**config.mk**
```make
export PLATFORM = sky130hd
export DESIGN_NAME = uart_tx_fifo
export DESIGN_NICKNAME = d
export VERILOG_FILES = /design/src/rtl/uart_tx_fifo.sv
export SDC_FILE = /design/constraint.sdc
export NUM_CORES = 1
export LEC_CHECK = 0
export ABC_AREA = 1
export BUFFER_PORTS_ARGS = -buffer_cell sky130_fd_sc_hd__buf_4
export CAP_MARGIN = 20
export CORE_MARGIN = 3
export CORE_UTILIZATION = 60
export DETAILED_ROUTE_END_ITERATION = 7
export PLACE_DENSITY_LB_ADDON = 0.05
export SYNTH_ARGS = -nofsm -noshare
export SYNTH_HDL_FRONTEND = slang
export SYNTH_SLANG_ARGS = --single-unit
export TNS_END_PERCENT = 20
```
**constraint.sdc**
```tcl
create_clock -name i_clk -period 3.6 [get_ports i_clk]
set_input_delay 0.18 -clock i_clk [delete_from_list [all_inputs] [get_ports i_clk]]
set_output_delay 0.18 -clock i_clk [all_outputs]
set_load 0.02 [all_outputs]
```
**src/rtl/uart_tx_fifo.sv**
```systemverilog
// Transmit FIFO that queues bytes and hands them one at a time to a downstream
// uart_tx stage using a start pulse / busy handshake.
module uart_tx_fifo #(
  parameter int DBIT  = 8,
  parameter int DEPTH = 16
) (
  input  logic                     i_clk,
  input  logic                     i_rst_n,
  input  logic                     i_wr_en,
  input  logic [DBIT-1:0]          i_wr_data,
  input  logic                     i_flush,
  input  logic                     i_tx_busy,
  output logic                     o_tx_start,
  output logic [DBIT-1:0]          o_tx_data,
  output logic                     o_full,
  output logic                     o_empty,
  output logic [$clog2(DEPTH):0]   o_count,
  output logic                     o_overflow
);

  localparam int AW = $clog2(DEPTH);
  localparam int CW = AW + 1;
  localparam logic [CW-1:0] DEPTH_C = CW'(DEPTH);

  typedef enum logic [1:0] {
    IDLE      = 2'd0,
    LOAD      = 2'd1,
    WAIT_BUSY = 2'd2,
    WAIT_DONE = 2'd3
  } state_t;

  logic [DBIT-1:0] mem_r [DEPTH];
  logic [AW-1:0]   wr_ptr_r;
  logic [AW-1:0]   rd_ptr_r;
  logic [CW-1:0]   count_r;
  logic            overflow_r;
  logic            head_vld_r;
  logic [DBIT-1:0] head_r;
  logic [DBIT-1:0] tx_data_r;
  logic            start_r;
  state_t          state_r;
  state_t          state_next_s;
  logic            full_s;
  logic            empty_s;
  logic            wr_acc_s;
  logic            wr_drop_s;
  logic            pop_s;

  assign full_s    = (count_r == DEPTH_C);
  assign empty_s   = (count_r == {CW{1'b0}});
  assign wr_acc_s  = i_wr_en & ~full_s & ~i_flush;
  assign wr_drop_s = i_wr_en &  full_s & ~i_flush;

  // Next-state and pop decision; a pop also requires the registered head copy
  // to be settled, which keeps a freshly written byte from launching early.
  always_comb begin
    state_next_s = state_r;
    pop_s        = 1'b0;
    case (state_r)
      IDLE: begin
        if (!empty_s && head_vld_r && !i_tx_busy && !i_flush) begin
          pop_s        = 1'b1;
          state_next_s = LOAD;
        end else begin
          state_next_s = IDLE;
        end
      end
      LOAD: begin
        state_next_s = WAIT_BUSY;
      end
      WAIT_BUSY: begin
        if (i_tx_busy) begin
          state_next_s = WAIT_DONE;
        end else begin
          state_next_s = WAIT_BUSY;
        end
      end
      WAIT_DONE: begin
        if (!i_tx_busy) begin
          state_next_s = IDLE;
        end else begin
          state_next_s = WAIT_DONE;
        end
      end
      default: begin
        state_next_s = IDLE;
      end
    endcase
  end

  // FSM state register; flush deliberately leaves an in-flight byte running.
  always_ff @(posedge i_clk or negedge i_rst_n) begin
    if (!i_rst_n) begin
      state_r <= IDLE;
    end else begin
      state_r <= state_next_s;
    end
  end

  // Pointers, occupancy, sticky overflow and head-valid tracking.
  always_ff @(posedge i_clk or negedge i_rst_n) begin
    if (!i_rst_n) begin
      wr_ptr_r   <= {AW{1'b0}};
      rd_ptr_r   <= {AW{1'b0}};
      count_r    <= {CW{1'b0}};
      overflow_r <= 1'b0;
      head_vld_r <= 1'b0;
    end else if (i_flush) begin
      wr_ptr_r   <= {AW{1'b0}};
      rd_ptr_r   <= {AW{1'b0}};
      count_r    <= {CW{1'b0}};
      overflow_r <= 1'b0;
      head_vld_r <= 1'b0;
    end else begin
      if (wr_acc_s) begin
        wr_ptr_r <= wr_ptr_r + AW'(1);
      end
      if (pop_s) begin
        rd_ptr_r <= rd_ptr_r + AW'(1);
      end
      count_r    <= count_r + CW'(wr_acc_s) - CW'(pop_s);
      overflow_r <= overflow_r | wr_drop_s;
      head_vld_r <= ~empty_s;
    end
  end

  // Storage array; written only on accepted writes.
  always_ff @(posedge i_clk) begin
    if (wr_acc_s) begin
      mem_r[wr_ptr_r] <= i_wr_data;
    end
  end

  // Registered copy of the entry at the read pointer.
  always_ff @(posedge i_clk or negedge i_rst_n) begin
    if (!i_rst_n) begin
      head_r <= {DBIT{1'b0}};
    end else begin
      head_r <= mem_r[rd_ptr_r];
    end
  end

  // Transmit data holds from one pop to the next; start is high exactly in LOAD.
  always_ff @(posedge i_clk or negedge i_rst_n) begin
    if (!i_rst_n) begin
      tx_data_r <= {DBIT{1'b0}};
      start_r   <= 1'b0;
    end else begin
      if (pop_s) begin
        tx_data_r <= head_r;
      end
      start_r <= (state_next_s == LOAD);
    end
  end

  assign o_tx_start = start_r;
  assign o_tx_data  = tx_data_r;
  assign o_full     = full_s;
  assign o_empty    = empty_s;
  assign o_count    = count_r;
  assign o_overflow = overflow_r;

endmodule

```
**Word level (Yosys, flattened, before mapping)**

Memory sizes are Yosys's and may differ from the RTL's. A register that Yosys moved wholly into a read port is not among the register bits.
Index checks and enable logic that the tools add are counted.
W data, S select, Z words.

- Input port bits: 13
- Memory bits (writable): 128
- Register bits: 26
- Memories kept: 1
- Word-level logic and storage cells: 52

- Reductions and logical operators: 11
- Bitwise operators: 8
- Multiplexer cells: 15
- Add/subtract/negate cells: 4
- Eq/ne operators: 5

Memories:

| memory | depth | width | rd ports | clocked after Yosys merged registers in | wr ports | line | text |
|---|---|---|---|---|---|---|---|
| mem_r | 16 | 8 | 1 | 1 | 1 | 32 | `logic [DBIT-1:0] mem_r [DEPTH];` |

Operators by type and width:

| cell | count |
|---|---|
| $mux W4 | 4 |
| $add A4 B1 Y4 const B | 2 |
| $mux W1 | 8 |
| $pmux W2 S4 | 1 |
| $add A5 B1 Y5 | 1 |
| $eq A5 B5 Y1 const B | 1 |
| $logic_not A5 Y1 | 1 |
| $mux W5 | 1 |
| $sub A5 B1 Y5 | 1 |
| $and A1 B1 Y1 | 4 |
| $eq A2 B1 Y1 const B | 2 |
| $eq A2 B2 Y1 const B | 2 |
| $logic_not A1 Y1 | 4 |
| $reduce_bool A2 Y1 | 2 |
| $logic_and A1 B1 Y1 | 3 |
| $not A1 Y1 | 3 |
| $logic_not A2 Y1 | 1 |
| $mux W2 | 1 |
| $or A1 B1 Y1 | 1 |

**Logic depth before layout (Yosys ltp)**

Gate-level depths: netlist (run 1).

- Depth in word-level cells: 9
- Depth in mapped cells: 15
- Depth with buffers taken out: 15

**Least setup slack after synthesis (run 1)**

No wires, ideal clock.

- Kind: register to register
- From: reg count_r[2], in the netlist o_count[2]
- To: reg count_r[4], in the netlist o_count[4]
- Path buffers: 0
- Setup slack: 1,007 ps
- Cell stages (with the launch flop): 15
- Arrival: 2,474 ps
- Setup time: 119 ps
- Cell sequence: dfrtp_1 inv_1 ha_1 nand3_1 nand2_1 nor2_1 inv_1 ha_1 inv_1 ha_1 inv_1 fa_1 nand3b_1 a21oi_1 nor2_1

- Cells in the longest elaborated chain, start to end: 9
- Elaborated cells between the ends (all ways): 14
- Those cells by class: add/sub: 2; eq/ne: 1; mux: 3; bitwise: 3; reduce/logical: 5

Ends and longest elaborated chain:

| element | line | text |
|---|---|---|
| start: declaration | 35 | `logic [CW-1:0] count_r;` |
| start signal: assignment | 105 | `count_r <= {CW{1'b0}};` |
| start signal: assignment | 111 | `count_r <= {CW{1'b0}};` |
| start signal: assignment | 121 | `count_r <= count_r + CW'(wr_acc_s) - CW'(pop_s);` |
| parallel branches: the longest is 7 deep, another holds $add A5 B1 Y5 | n/a |  |
| $sub A5 B1 Y5 * | 121 |  |
| $mux W5 * | 108 | `end else if (i_flush) begin` |

Mark *: on every way between the ends.
A chain may end at the register's enable or synchronous reset.

**Final worst setup path (run 1)**

- From: reg count_r[2], in the netlist o_count[2]
- To: reg count_r[4], in the netlist o_count[4]

- Cells in the longest elaborated chain, start to end: 9
- Elaborated cells between the ends (all ways): 14
- Those cells by class: add/sub: 2; eq/ne: 1; mux: 3; bitwise: 3; reduce/logical: 5

Ends and longest elaborated chain:

| element | line | text |
|---|---|---|
| $logic_not A5 Y1 | 50 | `assign empty_s = (count_r == {CW{1'b0}});` |
| $logic_not A1 Y1 | 61 | `if (!empty_s && head_vld_r && !i_tx_busy && !i_flush) begin` |
| $logic_and A1 B1 Y1 (3 in a row) | 61 |  |
| $mux W1 | 61 |  |
| $mux W1 | 59 | `case (state_r)` |
| via pop_s | 47 | `logic pop_s;` |
| $sub A5 B1 Y5 | 121 |  |
| $mux W5 | 108 |  |

The timed path passes the listed nets, and every way through them passes these cells.

==> flow_summary.toml, run 1 <==
[status]
status = "finished, final reports clean"

[clock_tree]
cts.sinks = 162
cts_root_buf = "clkbuf_16"
cts_buffers = 17
tritoncts = "yes"
clkLatencyLatePin_ns = 0.43
path_clk_slew_ns = 0.06
cts_htree_levels = 4
clk_path_buf_depth = 2
cts_resized = 0

[critical_path]
worstPathRequired_ns = 3.91
cpPeakStageDelay_ns = 0.39
cp-start-kind = "register"
crit_path_top_delay_cell = "dfrtp_1"
worstSetupEndpointType = "register"
crit_arrival_ns = 3.09
path_buf_inv = 4
crit_chain = "inv_1, ha_1, nand3_2, nand3_2, inv_2, ha_1, inv_1, ha_1, inv_1, fa_1, nand3b_1, a21oi_1, nor2_1"
worst-path-max-fanout = 16
critPathTopFamily = "adder cells"
worstSetupPathType = "register to register"

[die]
num_io_pins = 30
die_width_um = 114.8
start_util_pct = 61.90
fp.dieH_um = 114.8
rows = 39
fp.dieArea_mm2 = 0.01317
core_area_mm2 = 0.01147

[global_routing]
grt_pass1_vias = 4616
grt_usage_pct = 25.01
grt_max_degree = 84
grt_antenna_before_repair = 0
globalRouteOverflowTotal = 0
grt_pass1_wl_um = 24320

[min_path]
hold_class = "input port to register"

[final_layout]
regArea_mm2 = 0.004696
fillerInstances = 858
final_nets = 751
fin_area_mm2 = 0.007961
drive_above_1_share_pct = 10.55
final_core_util_pct = 69.43
multi_input_area_mm2 = 0.001926
area_growth_pct = 12.16
n_antenna_cell = 0

[power]
p_total_mw = 4.779
netSwitchingPower_mw = 1.291
swShare_pct = 27.02
p_comb_share_pct = 15.2
powerDensity_mw_per_mm2 = 600.3
vdd_drop_max_mv = 0.7007
power_leakage_nw = 3.448
pwr-share-clk_pct = 38.7
p_int_mw = 3.488
p_seq_share_pct = 46.1

[place]
pre_cts_ws_ns = 0.8148
place_area_mm2 = 0.007337
hpwl_um = 9416
gp_congestion = 0.8199
port_buffers = 29

[timing]
rsz0062_at_grt = "false"
worstMarginPinSlew_ns = 0.9803
maxSlewViolCount = 0
slew_headroom_pct = 34.55
fmax_ghz = 0.3595
fin_crit_sh_pct = 77.27
period_minus_slack_ns = 2.782
clock_skew_ns = 0.008954
finalSetupViolCount = 0
finalSetupTns_ns = 0
hold_viol = 0
setup_ws_ns = 0.8184

[flow_run]
maxCapViolCount = 0

[route]
wl_um = 15260
first_iter_violations = 478
ant_nets = 0
wl_per_cell_um = 17.30
drcViolationCount = 0
dr.pass1.iters = 5
vias_per_cell = 5.435
route.vias.total = 4794

[yosys]
synth_largest_area_cell = "edfxtp_1"
synth.avg_cell_area_um2 = 10.17
synth_top_area_share_pct = 54.15
yosysMostFrequentCell = "nand2_1"
synth_nets = 723
synthesis.instances = 698
synth-edff-count = 128
synth_area_leaders = "edfxtp_1 (54%), nand2_1 (14%), dfrtp_1 (12%)"
yosys_warnings = 0
yosys-top-cells-count = "nand2_1 (260), edfxtp_1 (128), nor2_1 (75)"
yosysSeqAreaShare_pct = 66.14
syn_area_mm2 = 0.007098
synth.distinct_cells = 23
async_flop_share_pct = 20.99
synth_top_flop_cell = "edfxtp_1"
synth_seq_cells = 162
==> kinds of logic (layout without fill, tap and decap cells) <==
| kind of cell | after synthesis | in the layout | share of synthesized area [%] |
|---|---|---|---|
| AOI/OAI and AO/OA | 9 | 9 | 0.6345 |
| and+or+nand+nor | 407 | 407 | 23.78 |
| DFF | 162 | 162 | 66.14 |
| xor gates and xnor gates | 4 | 4 | 0.4935 |
| buffers and inverters | 104 | 145 | 6.734 |
| adders and majority gates | 12 | 12 | 2.221 |
==> flip-flops by register name, indices dropped and copies added (netlist names) <==
name	cells
mem_r	128
rd_ptr_r	4
head_vld_r	1
state_r	2
wr_ptr_r	4
o_tx_start	1
o_overflow	1
o_count	5
head_r	8
o_tx_data	8
==> what timing repair did <==
action,4_1_cts,5_1_grt
buffers inserted,0,0
hold buffers,2,0
hold endpoints to repair,38,0
==> metrics by stage <==
step / hold WS (ns) / cells
after floorplan: -0.1156 / 698
after global placement: 0.1355 / 848
final: 0.02868 / 882
after CTS: 0.02075 / 882
after global routing: 0.04529 / 882
after detailed placement: 0.1440 / 848
==> area by class of cell <==
cell class / count / share of cell area [%]
clock buffer: 17 / 5.343
clock inverter: 15 / 2.247
inverter: 79 / 3.725
multi-input combinational: 432 / 24.19
sequential: 162 / 58.98
tap: 143 / 2.247
timing repair buffer: 34 / 3.269
==> metal layers <==
layer | vias to the layer above | wire, um | GRT usage (%) | share of wire (%)
met1 | 2308 | 6443 | 34.36 | 42
met4 | 0 | 246 | 6.651 | 1.6
li1 | 2287 | - | - | -
met2 | 180 | 7532 | 40.90 | 49
met5 | - | 0 | 0 | 0
met3 | 19 | 1040 | 5.737 | 6.8
==> layout by cell type (no fill, tap or decap), drive strengths merged, types with 4 or more instances in the layout <==
| master | netlist | layout |
|---|---|---|
| clkinv | 1 | 6 |
| edfxtp | 128 | 128 |
| nor2 | 77 | 77 |
| nand2 | 260 | 260 |
| ha | 11 | 11 |
| clkbuf | 3 | 17 |
| dfrtp | 34 | 34 |
| a21oi | 5 | 5 |
| buf | 22 | 32 |
| inv | 78 | 83 |
| nand3 | 65 | 65 |
| xor2 | 4 | 4 |
| o21ai | 4 | 4 |
==> worst paths after layout <==
check                      startpoint            to  slack, ns  depth (start not counted)
max                        o_count[2]    o_count[4]       0.82                         13
min                           i_wr_en    o_overflow       0.03                          3
max reg2reg                o_count[2]    o_count[4]       0.82                         13
min reg2reg                 head_r[6]  o_tx_data[6]       0.45                          2
max in group asynchronous     i_rst_n   rd_ptr_r[0]       3.05                          2
min in group asynchronous     i_rst_n    o_count[3]       0.23                          2
==> tightest hold or removal path: cells and delay by family <==
kind,cells,cell delay [ns]
AOI/OAI and AO/OA,1,0.06
buffers and inverters,1,0.12
and+or+nand+nor,1,0.06
==> power groups by stage <==
stage	Sequential [mW]	Combinational, mW	Clock (mW)
after CTS	2.21	0.726	1.86
after floorplan	2.30	0.403	0
after global placement	2.23	0.700	0
final	2.20	0.726	1.85
after detailed placement	2.24	0.720	0
after global routing	2.22	0.814	1.94
No activity file was read; power rests on OpenSTA's default activity.
==> inputs of run 2 (changes only) <==
==> constraint.sdc (replaced) <==
create_clock -name i_clk -period 2.7 [get_ports i_clk]
set_input_delay 0.135 -clock i_clk [delete_from_list [all_inputs] [get_ports i_clk]]
set_output_delay 0.135 -clock i_clk [all_outputs]
set_load 0.02 [all_outputs]
==> run 2 against run 1 <==
  * First-iteration DRC count grew 11%
  * Worst hold slack better by 0.010 ns
  * Global-route usage down 1.5 points
  * Sequential cell count unchanged
  * Non-clock buffer count increased by 19
  * Clock skew fell by 0.00067 ns
  * Sequential power increased by 33%
  * Die area stayed put
  * Register-to-register slack got worse by 0.63 ns
  * Largest power group unchanged
==> flow_summary.toml, run 2 (synthesized netlist as in run 1, its figures left out) <==
[critical_path]
reg2reg_to = "o_count[4]"
cp_num_cells = 14
reg2reg_setup_slack_ns = 0.19
ff2ff_path_depth = 14
worstSetupEndpoint = "o_count[4]"
path_buf_inv = 4
crit_path_top_delay_cell = "fa_1"
crit_arrival_ns = 2.83
worstSetupPathType = "register to register"
timing.critical_path.mode_cell = "inv_1"
crit_chain = "inv_1, ha_1, nand3_1, nand2_1, nor2_2, inv_1, ha_1, inv_1, ha_1, inv_1, fa_1, nand3b_1, a21oi_1, nor2_1"
cp-start-kind = "register"
worst-path-max-fanout = 3
worstSetupEndpointType = "register"
cpPeakStageDelay_ns = 0.38
critPathTopFamily = "adder cells"
worstPathRequired_ns = 3.02
r2r-start = "o_count[2]"
crit_path_start = "o_count[2]"

[status]
status = "finished, final reports clean"

[timing]
slew_headroom_pct = 43.05
fmax_ghz = 0.3984
clock_skew_ns = 0.008283
period_minus_slack_ns = 2.510
hold_viol = 0
fin_crit_sh_pct = 92.95
rsz0062_at_grt = "false"
finalSetupViolCount = 0
worstMarginPinSlew_ns = 0.8542
maxSlewViolCount = 0
finalSetupTns_ns = 0

[route]
vias_per_cell = 5.218
first_iter_violations = 532
wl_um = 14190
wl_per_cell_um = 15.75
drcViolationCount = 0
ant_nets = 0
dr.pass1.iters = 6
route.vias.total = 4701

[place]
hpwl_um = 9242
place_area_mm2 = 0.007470
gp_congestion = 0.7970
port_buffers = 29

[clock_tree]
cts_buffers = 17
cts_htree_levels = 4
cts.sinks = 162
cts_root_buf = "clkbuf_16"
clkLatencyLatePin_ns = 0.43
path_clk_slew_ns = 0.06
tritoncts = "yes"
clk_path_buf_depth = 2

[power]
p_total_mw = 6.191
vdd_drop_max_mv = 0.7433
powerDensity_mw_per_mm2 = 766.8
power_leakage_nw = 3.536

[final_layout]
final_cell_mix = "nand2_1 (260), edfxtp_1 (128), nor2_1 (74)"
area_growth_pct = 13.75
largest_reg_flops = 128
n_antenna_cell = 0
fin_area_mm2 = 0.008074
largest-register = "mem_r"
drive_above_1_share_pct = 12.27
final_common_cell = "nand2_1"
final_nets = 770

[die]
rows = 39
die_width_um = 114.8
core_area_mm2 = 0.01147
fp.dieArea_mm2 = 0.01317
start_util_pct = 61.90
fp.dieH_um = 114.8
num_io_pins = 30

[flow_run]
maxCapViolCount = 0

[min_path]
hold_class = "input port to register"

[global_routing]
grt_usage_pct = 23.54
globalRouteOverflowTotal = 0
grt_max_degree = 84
grt_antenna_before_repair = 0
grt_pass1_vias = 4476
grt_pass1_wl_um = 22850
-- run 2: timing repair --
item	in CTS	in global routing
buffers inserted	0	1
resized for setup	0	1
hold buffers	4	0
hold endpoints to repair	40	0
setup endpoints to repair	0	1
-- run 2: per-layer routing --
layer	vias up	track usage, %	wire [um]
met3	24	6.632	1020
met4	0	8.764	286
met5	-	0	0
met2	131	35.89	6692
li1	2331	-	-
met1	2215	32.81	6190
-- run 2: area by class of cell --
cell class | count | area, um2
Clock buffer | 22 | 444.2
Clock inverter | 10 | 110.1
Fill cell | 841 | 3393
Inverter | 79 | 296.5
Multi-Input combinational cell | 432 | 1928
Sequential cell | 162 | 4696
Tap cell | 143 | 178.9
Timing Repair Buffer | 53 | 420.4
-- run 2: report_power, final --
part           leakage [nW]  internal [mW]  switching, mW
Sequential             1.59           2.85         0.0806
Clock                 0.274           1.35          0.910
Combinational          1.67          0.368          0.627
-- run 2: stage by stage --
stage / util, % / instances / setup WS (ns) / hold slack, ns
after global placement: 65.14 / 864 / 0.2306 / 0.09251
after detailed placement: 65.14 / 864 / 0.1763 / 0.09976
after floorplan: - / 698 / 0.1072 / -0.1606
after global routing: 70.41 / 901 / 0.02042 / 0.03837
after CTS: 70.32 / 900 / 0.1394 / 0.03189
final: 70.41 / 901 / 0.1902 / 0.03888
-- run 2: worst min-delay path by stage --
stage	start	to	cells after the start
finish	i_wr_data[7]	mem_r[15][7]	1
global route	i_wr_data[7]	mem_r[14][7]	1
CTS	i_wr_data[7]	mem_r[14][7]	1
detailed placement	i_rst_n	o_count[3]	1
global placement	i_rst_n	o_count[3]	1
floorplan	i_rst_n	head_r[0]	0
==> inputs of run 3 (changes only) <==
--- a/config.mk
+++ b/config.mk
@@ -12,6 +12,7 @@
 export CORE_UTILIZATION = 60
 export DETAILED_ROUTE_END_ITERATION = 7
 export PLACE_DENSITY_LB_ADDON = 0.05
+export REMOVE_ABC_BUFFERS = 1
 export SYNTH_ARGS = -nofsm -noshare
 export SYNTH_HDL_FRONTEND = slang
 export SYNTH_SLANG_ARGS = --single-unit
==> constraint.sdc (replaced) <==
create_clock -name i_clk -period 3.25 [get_ports i_clk]
set_input_delay 0.1625 -clock i_clk [delete_from_list [all_inputs] [get_ports i_clk]]
set_output_delay 0.1625 -clock i_clk [all_outputs]
set_load 0.02 [all_outputs]
==> run 3 against run 2 <==
  * Clock power fell by 7%
  * Clock-buffer cell count rose by 4
  * Cell count fell by 1.8%
  * First-iteration DRC count is 14% lower
==> flow_summary.toml, run 3 (synthesized netlist as in run 1, its figures left out) <==
[critical_path]
worstSetupPathType = "register to register"
path_buf_inv = 4
crit_path_start = "o_count[2]"
worstSetupEndpointType = "register"
critPathTopFamily = "adder cells"
worstPathRequired_ns = 3.56
reg2reg_to = "o_count[4]"
crit_path_top_delay_cell = "fa_1"
ff2ff_path_depth = 13
crit_chain = "inv_1, ha_1, nand3_2, nand3_2, inv_2, ha_1, inv_1, ha_1, inv_1, fa_1, nand3b_1, a21oi_1, nor2_1"
reg2reg_setup_slack_ns = 0.47
crit_arrival_ns = 3.09
cpPeakStageDelay_ns = 0.39
cp_num_cells = 13
cp-start-kind = "register"
r2r-start = "o_count[2]"
worstSetupEndpoint = "o_count[4]"
worst-path-max-fanout = 16

[die]
core_area_mm2 = 0.01147
num_io_pins = 30
fp.dieArea_mm2 = 0.01317
fp.dieH_um = 114.8
rows = 39
die_width_um = 114.8
start_util_pct = 61.90

[clock_tree]
cts_htree_levels = 4
clkLatencyLatePin_ns = 0.42
clk_path_buf_depth = 2
cts.sinks = 162
path_clk_slew_ns = 0.06
cts_resized = 0
tritoncts = "yes"
cts_buffers = 17
cts_root_buf = "clkbuf_16"

[route]
highest_layer = "met4"
wl_um = 14530
drcViolationCount = 0
m1WireLength_um = 6448
wl_met2_um = 6882
ant_nets = 0
met3WireLength_um = 945
dr.pass1.iters = 5
vias_per_cell = 5.246
wl_per_cell_um = 16.42
route.vias.total = 4643
first_iter_violations = 456

[global_routing]
grt_antenna_before_repair = 0
globalRouteOverflowTotal = 0
grt_pass1_vias = 4553
grt_max_degree = 84
grt_usage_pct = 24.20
grt_pass1_wl_um = 23620

[flow_run]
maxCapViolCount = 0

[timing]
fmax_ghz = 0.3598
clock_skew_ns = 0.007769
slew_headroom_pct = 40.11
finalSetupTns_ns = 0
rsz0062_at_grt = "false"
period_minus_slack_ns = 2.779
worstMarginPinSlew_ns = 0.8971
setup_ws_ns = 0.4708
fin_crit_sh_pct = 85.51
hold_viol = 0
maxSlewViolCount = 0
finalSetupViolCount = 0

[power]
powerDensity_mw_per_mm2 = 664.5
vdd_drop_max_mv = 0.5042
power_leakage_nw = 3.485

[final_layout]
drive_above_1_share_pct = 10.78
fillerInstances = 845
n_antenna_cell = 0
area_growth_pct = 13.17
multi_input_area_mm2 = 0.001926
largest-register = "mem_r"
final_cell_mix = "nand2_1 (260), edfxtp_1 (128), nor2_1 (75)"
final_common_cell = "nand2_1"
largest_reg_flops = 128
regArea_mm2 = 0.004696
final_nets = 754

[place]
port_buffers = 29
gp_congestion = 0.8641
pre_cts_ws_ns = 0.4809
hpwl_um = 9070

[status]
status = "finished, final reports clean"

[min_path]
hold_class = "input port to register"
-- run 3: changes by cell type in the layout (fill, tap and decap cells not counted), moves of 3 or more --
cell,delta
buf_4,-15
clkbuf_1,-3
clkbuf_16,+3
clkbuf_8,+4
-- run 3: what timing repair did --
action	CTS	global route
hold buffers	4	0
endpoints found under the hold margin	39	0
buffers inserted	0	0
-- run 3: how the worst min path moves through the flow --
stage / start / to / slack [ns] / cells past startpoint
finish: i_wr_data[1] / mem_r[14][1] / 0.08 / 1
detailed placement: i_rst_n / state_r[1] / 0.13 / 1
floorplan: i_rst_n / head_r[0] / -0.13 / 0
global route: i_wr_data[1] / mem_r[5][1] / 0.09 / 1
global placement: i_rst_n / state_r[0] / 0.13 / 1
CTS: i_wr_data[1] / mem_r[5][1] / 0.07 / 1
-- run 3: area by class of cell --
type / count / area share (%)
inverters: 79 / 3.692
clock inverters: 6 / 1.059
flip-flops and latches: 162 / 58.46
repair buffers: 37 / 3.583
clock buffers: 26 / 7.009
well taps: 143 / 2.227
multi-input cells: 432 / 23.97
-- run 3: per-stage QoR --
| step | utilization [%] | power [mW] | cell area, um2 | instances | hold WS (ns) |
|---|---|---|---|---|---|
| after floorplan | - | 2.969 | 6917 | 673 | -0.1331 |
| after global placement | 64.05 | 3.260 | 7345 | 849 | 0.1286 |
| after detailed placement | 64.05 | 3.277 | 7345 | 849 | 0.1317 |
| after CTS | 70.05 | 5.369 | 8033 | 885 | 0.07241 |
| after global routing | 70.05 | 5.562 | 8033 | 885 | 0.08864 |
| final | 70.05 | 5.338 | 8033 | 885 | 0.08286 |
-- run 3: per-layer routing --
metal	vias up	GRT usage (%)
li1	2290	-
met1	2169	33.96
met2	163	38.26
met3	21	4.895
met4	0	8.607
met5	-	0
-- run 3: report_power, final --
group | internal, mW | switching [mW]
combinational | 0.282 | 0.512
sequential | 2.37 | 0.0721
clock | 1.35 | 0.753
total | 4.00 | 1.34
